## config.mk

```make
export PLATFORM = sky130hd
export DESIGN_NAME = pipe_skid_reg
export DESIGN_NICKNAME = d
export VERILOG_FILES = /design/src/rtl/pipe_skid_reg.sv
export SDC_FILE = /design/constraint.sdc
export NUM_CORES = 1
export LEC_CHECK = 0
export BUFFER_PORTS_ARGS = -buffer_cell sky130_fd_sc_hd__clkbuf_2
export CAP_MARGIN = 20
export CORE_ASPECT_RATIO = 1.5
export CORE_UTILIZATION = 57
export CTS_CLUSTER_DIAMETER = 30
export DETAILED_ROUTE_END_ITERATION = 6
export GPL_ROUTABILITY_DRIVEN = 0
export PLACE_DENSITY_LB_ADDON = 0.1
export SKIP_LAST_GASP = 1
export SLEW_MARGIN = 5
export SYNTH_ARGS = -nofsm -noshare
export SYNTH_HDL_FRONTEND = slang
export SYNTH_SLANG_ARGS = --single-unit
```

## constraint.sdc

```tcl
create_clock -name clk -period 3.8 [get_ports clk]
set_clock_uncertainty 0.15 [all_clocks]
set_input_delay 0.19 -clock clk [delete_from_list [all_inputs] [get_ports clk]]
set_output_delay 0.19 -clock clk [all_outputs]
set_load 0.01 [all_outputs]
```

## src/rtl/pipe_skid_reg.sv

```systemverilog
// Two-entry skid register between pipeline stages: main slot drives the outputs,
// skid slot absorbs one entry so in_ready never depends on out_ready.
module pipe_skid_reg #(
  parameter int unsigned        CTRL_W      = 16,
  parameter int unsigned        DATA_W      = 40,
  parameter logic [CTRL_W-1:0]  BUBBLE_CTRL = '0,
  parameter int unsigned        CNT_W       = 8
) (
  input  logic              clk,
  input  logic              rst,
  input  logic              flush,
  input  logic              inject_bubble,
  input  logic              in_valid,
  output logic              in_ready,
  input  logic [CTRL_W-1:0] in_ctrl,
  input  logic [DATA_W-1:0] in_data,
  output logic              out_valid,
  input  logic              out_ready,
  output logic [CTRL_W-1:0] out_ctrl,
  output logic [DATA_W-1:0] out_data,
  output logic [1:0]        occupancy,
  output logic [CNT_W-1:0]  bubble_cnt
);

  typedef enum logic [1:0] {
    EMPTY = 2'd0,
    ONE   = 2'd1,
    FULL  = 2'd2
  } state_e;

  state_e            state_q, state_d;
  logic [CTRL_W-1:0] main_ctrl_q, main_ctrl_d;
  logic [DATA_W-1:0] main_data_q, main_data_d;
  logic [CTRL_W-1:0] skid_ctrl_q, skid_ctrl_d;
  logic [DATA_W-1:0] skid_data_q, skid_data_d;
  logic [CNT_W-1:0]  bubble_cnt_q, bubble_cnt_d;

  logic              accept_s;
  logic              consume_s;
  logic              bubble_ins_s;
  logic              enq_s;
  logic [CTRL_W-1:0] enq_ctrl_s;
  logic [DATA_W-1:0] enq_data_s;

  function automatic logic [CNT_W-1:0] sat_inc(input logic [CNT_W-1:0] v);
    if (v == {CNT_W{1'b1}}) begin
      return v;
    end else begin
      return v + CNT_W'(1);
    end
  endfunction

  // Handshake decode; a bubble takes the place of the upstream entry.
  always_comb begin
    in_ready     = (state_q != FULL) && !flush && !inject_bubble;
    accept_s     = in_valid && in_ready;
    consume_s    = (state_q != EMPTY) && out_ready;
    bubble_ins_s = !flush && inject_bubble && (state_q != FULL);
    enq_s        = accept_s || bubble_ins_s;
    if (bubble_ins_s) begin
      enq_ctrl_s = BUBBLE_CTRL;
      enq_data_s = '0;
    end else begin
      enq_ctrl_s = in_ctrl;
      enq_data_s = in_data;
    end
  end

  // Next-state and slot contents; invalid slots are always kept at zero.
  always_comb begin
    state_d     = state_q;
    main_ctrl_d = main_ctrl_q;
    main_data_d = main_data_q;
    skid_ctrl_d = skid_ctrl_q;
    skid_data_d = skid_data_q;
    if (flush) begin
      state_d     = EMPTY;
      main_ctrl_d = '0;
      main_data_d = '0;
      skid_ctrl_d = '0;
      skid_data_d = '0;
    end else begin
      case (state_q)
        EMPTY: begin
          if (enq_s) begin
            main_ctrl_d = enq_ctrl_s;
            main_data_d = enq_data_s;
            state_d     = ONE;
          end else begin
            state_d     = EMPTY;
          end
        end
        ONE: begin
          if (enq_s && consume_s) begin
            main_ctrl_d = enq_ctrl_s;
            main_data_d = enq_data_s;
          end else if (enq_s) begin
            skid_ctrl_d = enq_ctrl_s;
            skid_data_d = enq_data_s;
            state_d     = FULL;
          end else if (consume_s) begin
            main_ctrl_d = '0;
            main_data_d = '0;
            state_d     = EMPTY;
          end else begin
            state_d     = ONE;
          end
        end
        FULL: begin
          if (consume_s) begin
            main_ctrl_d = skid_ctrl_q;
            main_data_d = skid_data_q;
            skid_ctrl_d = '0;
            skid_data_d = '0;
            state_d     = ONE;
          end else begin
            state_d     = FULL;
          end
        end
        default: begin
          state_d     = EMPTY;
          main_ctrl_d = '0;
          main_data_d = '0;
          skid_ctrl_d = '0;
          skid_data_d = '0;
        end
      endcase
    end
  end

  // Bubble statistics survive flush and saturate at all-ones.
  always_comb begin
    if (bubble_ins_s) begin
      bubble_cnt_d = sat_inc(bubble_cnt_q);
    end else begin
      bubble_cnt_d = bubble_cnt_q;
    end
  end

  // State registers with synchronous active-low reset.
  always_ff @(posedge clk) begin
    if (!rst) begin
      state_q      <= EMPTY;
      main_ctrl_q  <= '0;
      main_data_q  <= '0;
      skid_ctrl_q  <= '0;
      skid_data_q  <= '0;
      bubble_cnt_q <= '0;
    end else begin
      state_q      <= state_d;
      main_ctrl_q  <= main_ctrl_d;
      main_data_q  <= main_data_d;
      skid_ctrl_q  <= skid_ctrl_d;
      skid_data_q  <= skid_data_d;
      bubble_cnt_q <= bubble_cnt_d;
    end
  end

  assign out_valid  = (state_q != EMPTY);
  assign out_ctrl   = main_ctrl_q;
  assign out_data   = main_data_q;
  assign occupancy  = state_q;
  assign bubble_cnt = bubble_cnt_q;

endmodule

```

# Word-level counts from Yosys, hierarchy flattened
# Cells that the tools add are included.
[op_classes]
n_eq_ne = 10
n_bitwise = 3
n_addsub = 1
mux = 24
n_reduce_logical = 16
[op_table]
columns = ["cell", "count"]
rows = [
  ["$mux W40", 7],
  ["$pmux W40 S3", 2],
  ["$mux W16", 7],
  ["$pmux W16 S3", 2],
  ["$ne A2 B2 Y1 const B", 5],
  ["$add A8 B1 Y8 const B", 1],
  ["$eq A8 B8 Y1 const B", 1],
  ["$reduce_and A4 Y1", 2],
  ["$logic_and A1 B1 Y1", 7],
  ["$mux W2", 3],
  ["$ne A3 B3 Y1 const B", 2],
  ["$pmux W2 S3", 1],
  ["$not A1 Y1", 3],
  ["$eq A2 B1 Y1 const B", 1],
  ["$eq A2 B2 Y1 const B", 1],
  ["$logic_not A1 Y1", 2],
  ["$logic_not A2 Y1", 1],
  ["$mux W1", 2],
  ["$reduce_and A2 Y1", 1],
  ["$reduce_bool A2 Y1", 1],
  ["$reduce_or A2 Y1", 1],
  ["$logic_or A1 B1 Y1", 1],
]
[totals]
regBits = 122
word_cells = 60
in_bits = 62
output_inout_bits = 68

# Logic depth before layout (Yosys ltp)
[logic_depth]
word_depth = 8
ltp_mapped = 7
mapped_depth_nobuf = 5

# Least setup slack after synthesis
# No wires, ideal clock.
[synth_path]
path_type = "register to output"
startpoint = "register state_q[0] (netlist: occupancy[0])"
endpoint = "output port in_ready"
n_path_buf = 3
arrival_ns = 1.421
path_stages_with_launch = 6
required_ns = 3.460
slack_ns = 2.039
cell_sequence = "dfxtp_1 -> buf_2 -> and2b_1 -> buf_4 -> clkbuf_1 -> nor3_1"
[synth_via]
elab_chain_cells = 3
[synth_rtl]
columns = ["element", "line_no", "rtl"]
rows = [
  ["start: declaration", "31", "state_e state_q, state_d;"],
  ["start signal: assignment", "150", "state_q <= state_d;"],
  ["$ne A2 B2 Y1", "55", "in_ready = (state_q != FULL) && !flush && !inject_bubble;"],
  ["$logic_and A1 B1 Y1 (2 in a row)", "55", ""],
  ["end: declaration", "14", "output logic in_ready,"],
]
# No other way between the ends.

# Worst setup path in the final report
[layout_path]
startpoint = "register state_q[1] (netlist: occupancy[1])"
endpoint = "register main_data_q[15] (netlist: out_data[15])"
[layout_via]
elab_chain_cells = 8
elab_cells_between_ends = 21
[layout_rtl]
columns = ["element", "line_no", "rtl"]
rows = [
  ["$ne A2 B2 Y1", "55, 58", ""],
  ["$logic_and A1 B1 Y1 (2 in a row)", "55", ""],
  ["$logic_and A1 B1 Y1", "56", "accept_s = in_valid && in_ready;"],
  ["$logic_or A1 B1 Y1", "59", "enq_s = accept_s || bubble_ins_s;"],
  ["$logic_and A1 B1 Y1", "94", "if (enq_s && consume_s) begin"],
  ["$ne A3 B3 Y1 (no line) / $mux W40 (equally long branches)", "n/a", ""],
  ["$reduce_and A4 Y1 (no line) / $pmux W40 S3 (equally long branches)", "n/a", ""],
  ["end signal: assignment", "152", "main_data_q <= main_data_d;"],
  ["end: declaration", "33", "logic [DATA_W-1:0] main_data_q, main_data_d;"],
]
# Several ways; a longest one is shown, not always the timed one. The select of a mux whose other input is x is not followed.
# A chain may end at the register's enable or synchronous reset.

==> results.yml <==
status:
  status: "complete, no violations"
synthesis:
  synth_top_family_by_area: "compound AO/OA/AOI/OAI gates"
  synth_ff_type: "dfxtp_1"
  yosysWarningCount: 0
  yosysMostFrequentCell: "dfxtp_1"
  synth-compound-area-share_pct: 21.5
  ys_types: 43
  synth_area_leader_cell: "dfxtp_1"
  ys_seq_area_share_pct: 49.1
  synth-seq-cells: 122
  ys_top_cells_by_count: "122 x dfxtp_1, 115 x nand2_1, 58 x mux2i_1, 56 x o2bb2ai_1, 55 x a22oi_1"
  ys_async_sr_fraction_pct: 0
  yosys.area_share.simple_pct: 12.4
  synth_xor_area_share_pct: 0.352
  synth_edf_count: 0
  muxShareOfSynthArea_pct: 11.9
  synth_nets: 573
  synth_area_leaders: "dfxtp_1 49%, mux2i_1 12%, o2bb2ai_1 9.9%"
  syn_inst: 510
  synth_area_um2: 4980
  yosysTopAreaCellShare_pct: 49.1
  syn_avg_cell_area_um2: 9.76
  synth_fa_ha_area_share_pct: 0.251
route:
  dr.pass1.iters: 6
  drt-initial-drc-count: 313
  drc: 0
  drtAntennaViolNets: 0
  drt-total-wl_um: 13400
  vias: 4661
  wl_per_cell_um: 16.8
  via_per_inst: 5.83
floorplanning:
  die_h_um: 116
  core_area_um2: 8460
  rows: 41
  die_area_um2: 9120
  io_pins: 130
  start_util_pct: 58.8
  die_w_um: 78.3
sta:
  fin_tns_setup_ns: 0
  max_slew_margin_pct: 32.2
  min_period_ns: 2.56
  final.period_utilization_pct: 67.5
  worstMarginPinSlew_ns: 1.02
  drv_slew: 0
  rsz0062_at_grt: "false"
  finalHoldViolCount: 0
  setup_ws_ns: 1.24
  final-setup-viol-count: 0
  max_freq_mhz: 390
clock_network:
  clk_pin_slew_ns: 0.06
  ctsResizeCount: 0
  clk_latency_ns: 0.40
  cts_buffers: 17
  clock_sinks: 122
  clockRootBuffer: "clkbuf_16"
  cts_buffer_depth: 2
  cts-htree-levels: 4
  cts_tree: "built"
placed_design:
  dpl.hpwl_um: 7650
  pre_cts_ws_ns: 1.31
  place_area_um2: 5660
  io_buffer_count: 129
finish:
  drive_above_1_share_pct: 25.3
  area_growth_pct: 37.6
  nNetsFinal: 742
  finalInstanceArea_um2: 6850
  antennaDiodeCount: 0
setup_path:
  start_kind: "register"
  crit_path_end_kind: "register"
  crit_required_ns: 3.97
  cp_max_fo: 32
  r2r_setup_slack_ns: 1.24
  path_class: "register to register"
  arrival_ns: 2.73
global_route:
  grt_pass1_vias: 4463
  grt_first_pass_wirelength_um: 21000
  grt_max_degree: 58
  antenna_found_initial: 0
  grtUsageTotal_pct: 29.8
  grt_overflow: 0
power:
  cellPowerDensity_nw_per_um2: 480
  vdd_drop_max_mv: 0.430
  p_leak_nw: 2.71
worst_hold_path:
  hold_class: "input port to register"
flow_run:
  drv_cap: 0
-- worst max-delay path: stages, from the launching register on --
cell and delay (ns):
dfxtp_1 0.51, and2b_2 0.51, nand2_1 0.18, a21boi_4 0.66, buf_12 0.28, o2bb2ai_1 0.17
-- cells by family (layout without fill, tap and decap cells) --
kind of cell,Yosys count,in the layout
AO/OA/AOI/OAI,134,134
adder cells (fa/ha/maj),1,1
flip-flops,122,122
AND/OR/NAND/NOR,145,145
buffers and inverters,47,229
multiplexers,59,59
XOR/XNOR,2,2
-- power by group --
| group | internal, mW | total (mW) | switching, mW |
|---|---|---|---|
| sequential | 1.30 | 1.32 | 0.0147 |
| clock | 1.15 | 1.69 | 0.546 |
| combinational | 0.130 | 0.279 | 0.149 |
-- flip-flops by register name, indices dropped and copies added, names as in the netlist --
| name | cells |
|---|---|
| out_data | 40 |
| skid_ctrl_q | 16 |
| out_ctrl | 16 |
| skid_data_q | 40 |
| occupancy | 2 |
| bubble_cnt | 8 |
-- final cells by class --
| class | instances | area, um2 |
|---|---|---|
| sequential | 122 | 2440 |
| tap | 107 | 134 |
| inverter | 4 | 15.0 |
| multi-input combinational | 341 | 2350 |
| fill | 517 | 1620 |
| timing repair buffer | 193 | 1280 |
| clock inverter | 7 | 138 |
| clock buffer | 25 | 485 |
-- final timing paths --
path | start | to | cells after the start
worst min-delay path | flush | skid_ctrl_q[8] | 4
worst max register to register | occupancy[1] | out_data[15] | 5
worst max-delay path | occupancy[1] | out_data[15] | 5
worst min register to register | skid_ctrl_q[10] | skid_ctrl_q[10] | 2
-- cells in the final DEF, fill, tap and decap left out, types with 3 or more instances in the layout --
| cell | count |
|---|---|
| clkbuf_16 | 17 |
| o2bb2ai_1 | 56 |
| buf_4 | 6 |
| mux2i_1 | 58 |
| a22oi_1 | 55 |
| nor2_1 | 5 |
| clkbuf_8 | 3 |
| nand3_1 | 4 |
| nand2_1 | 115 |
| dlygate4sd3_1 | 57 |
| nand2b_1 | 3 |
| and3_1 | 3 |
| bufinv_16 | 4 |
| clkbuf_1 | 5 |
| inv_1 | 3 |
| clkbuf_2 | 129 |
| o21ai_0 | 4 |
| a21oi_1 | 5 |
| dfxtp_1 | 122 |
-- metrics by stage --
stage / total power, mW / instances / util (%) / hold WS [ns]
3_5_place_dp: 1.57 / 710 / 66.8 / 0.293
6_report: 3.29 / 799 / 80.9 / 0.0650
5_1_grt: 3.39 / 799 / 80.9 / 0.0709
4_1_cts: 3.29 / 799 / 80.9 / 0.0584
2_1_floorplan: 1.47 / 510 / - / 0.178
3_3_place_gp: 1.57 / 710 / 66.8 / 0.284
-- timing repair --
action,CTS,global route
hold endpoints to repair,116,0
hold buffers,57,0
setup buffers,0,0
-- routing by layer --
| layer | track usage, % | part of all wire [%] |
|---|---|---|
| met1 | 33.3 | 41 |
| met2 | 52.9 | 51 |
| met3 | 7.11 | 5.0 |
| met4 | 14.7 | 2.7 |
| met5 | 0 | 0 |
Note: power is estimated with default switching activity, not from simulation.
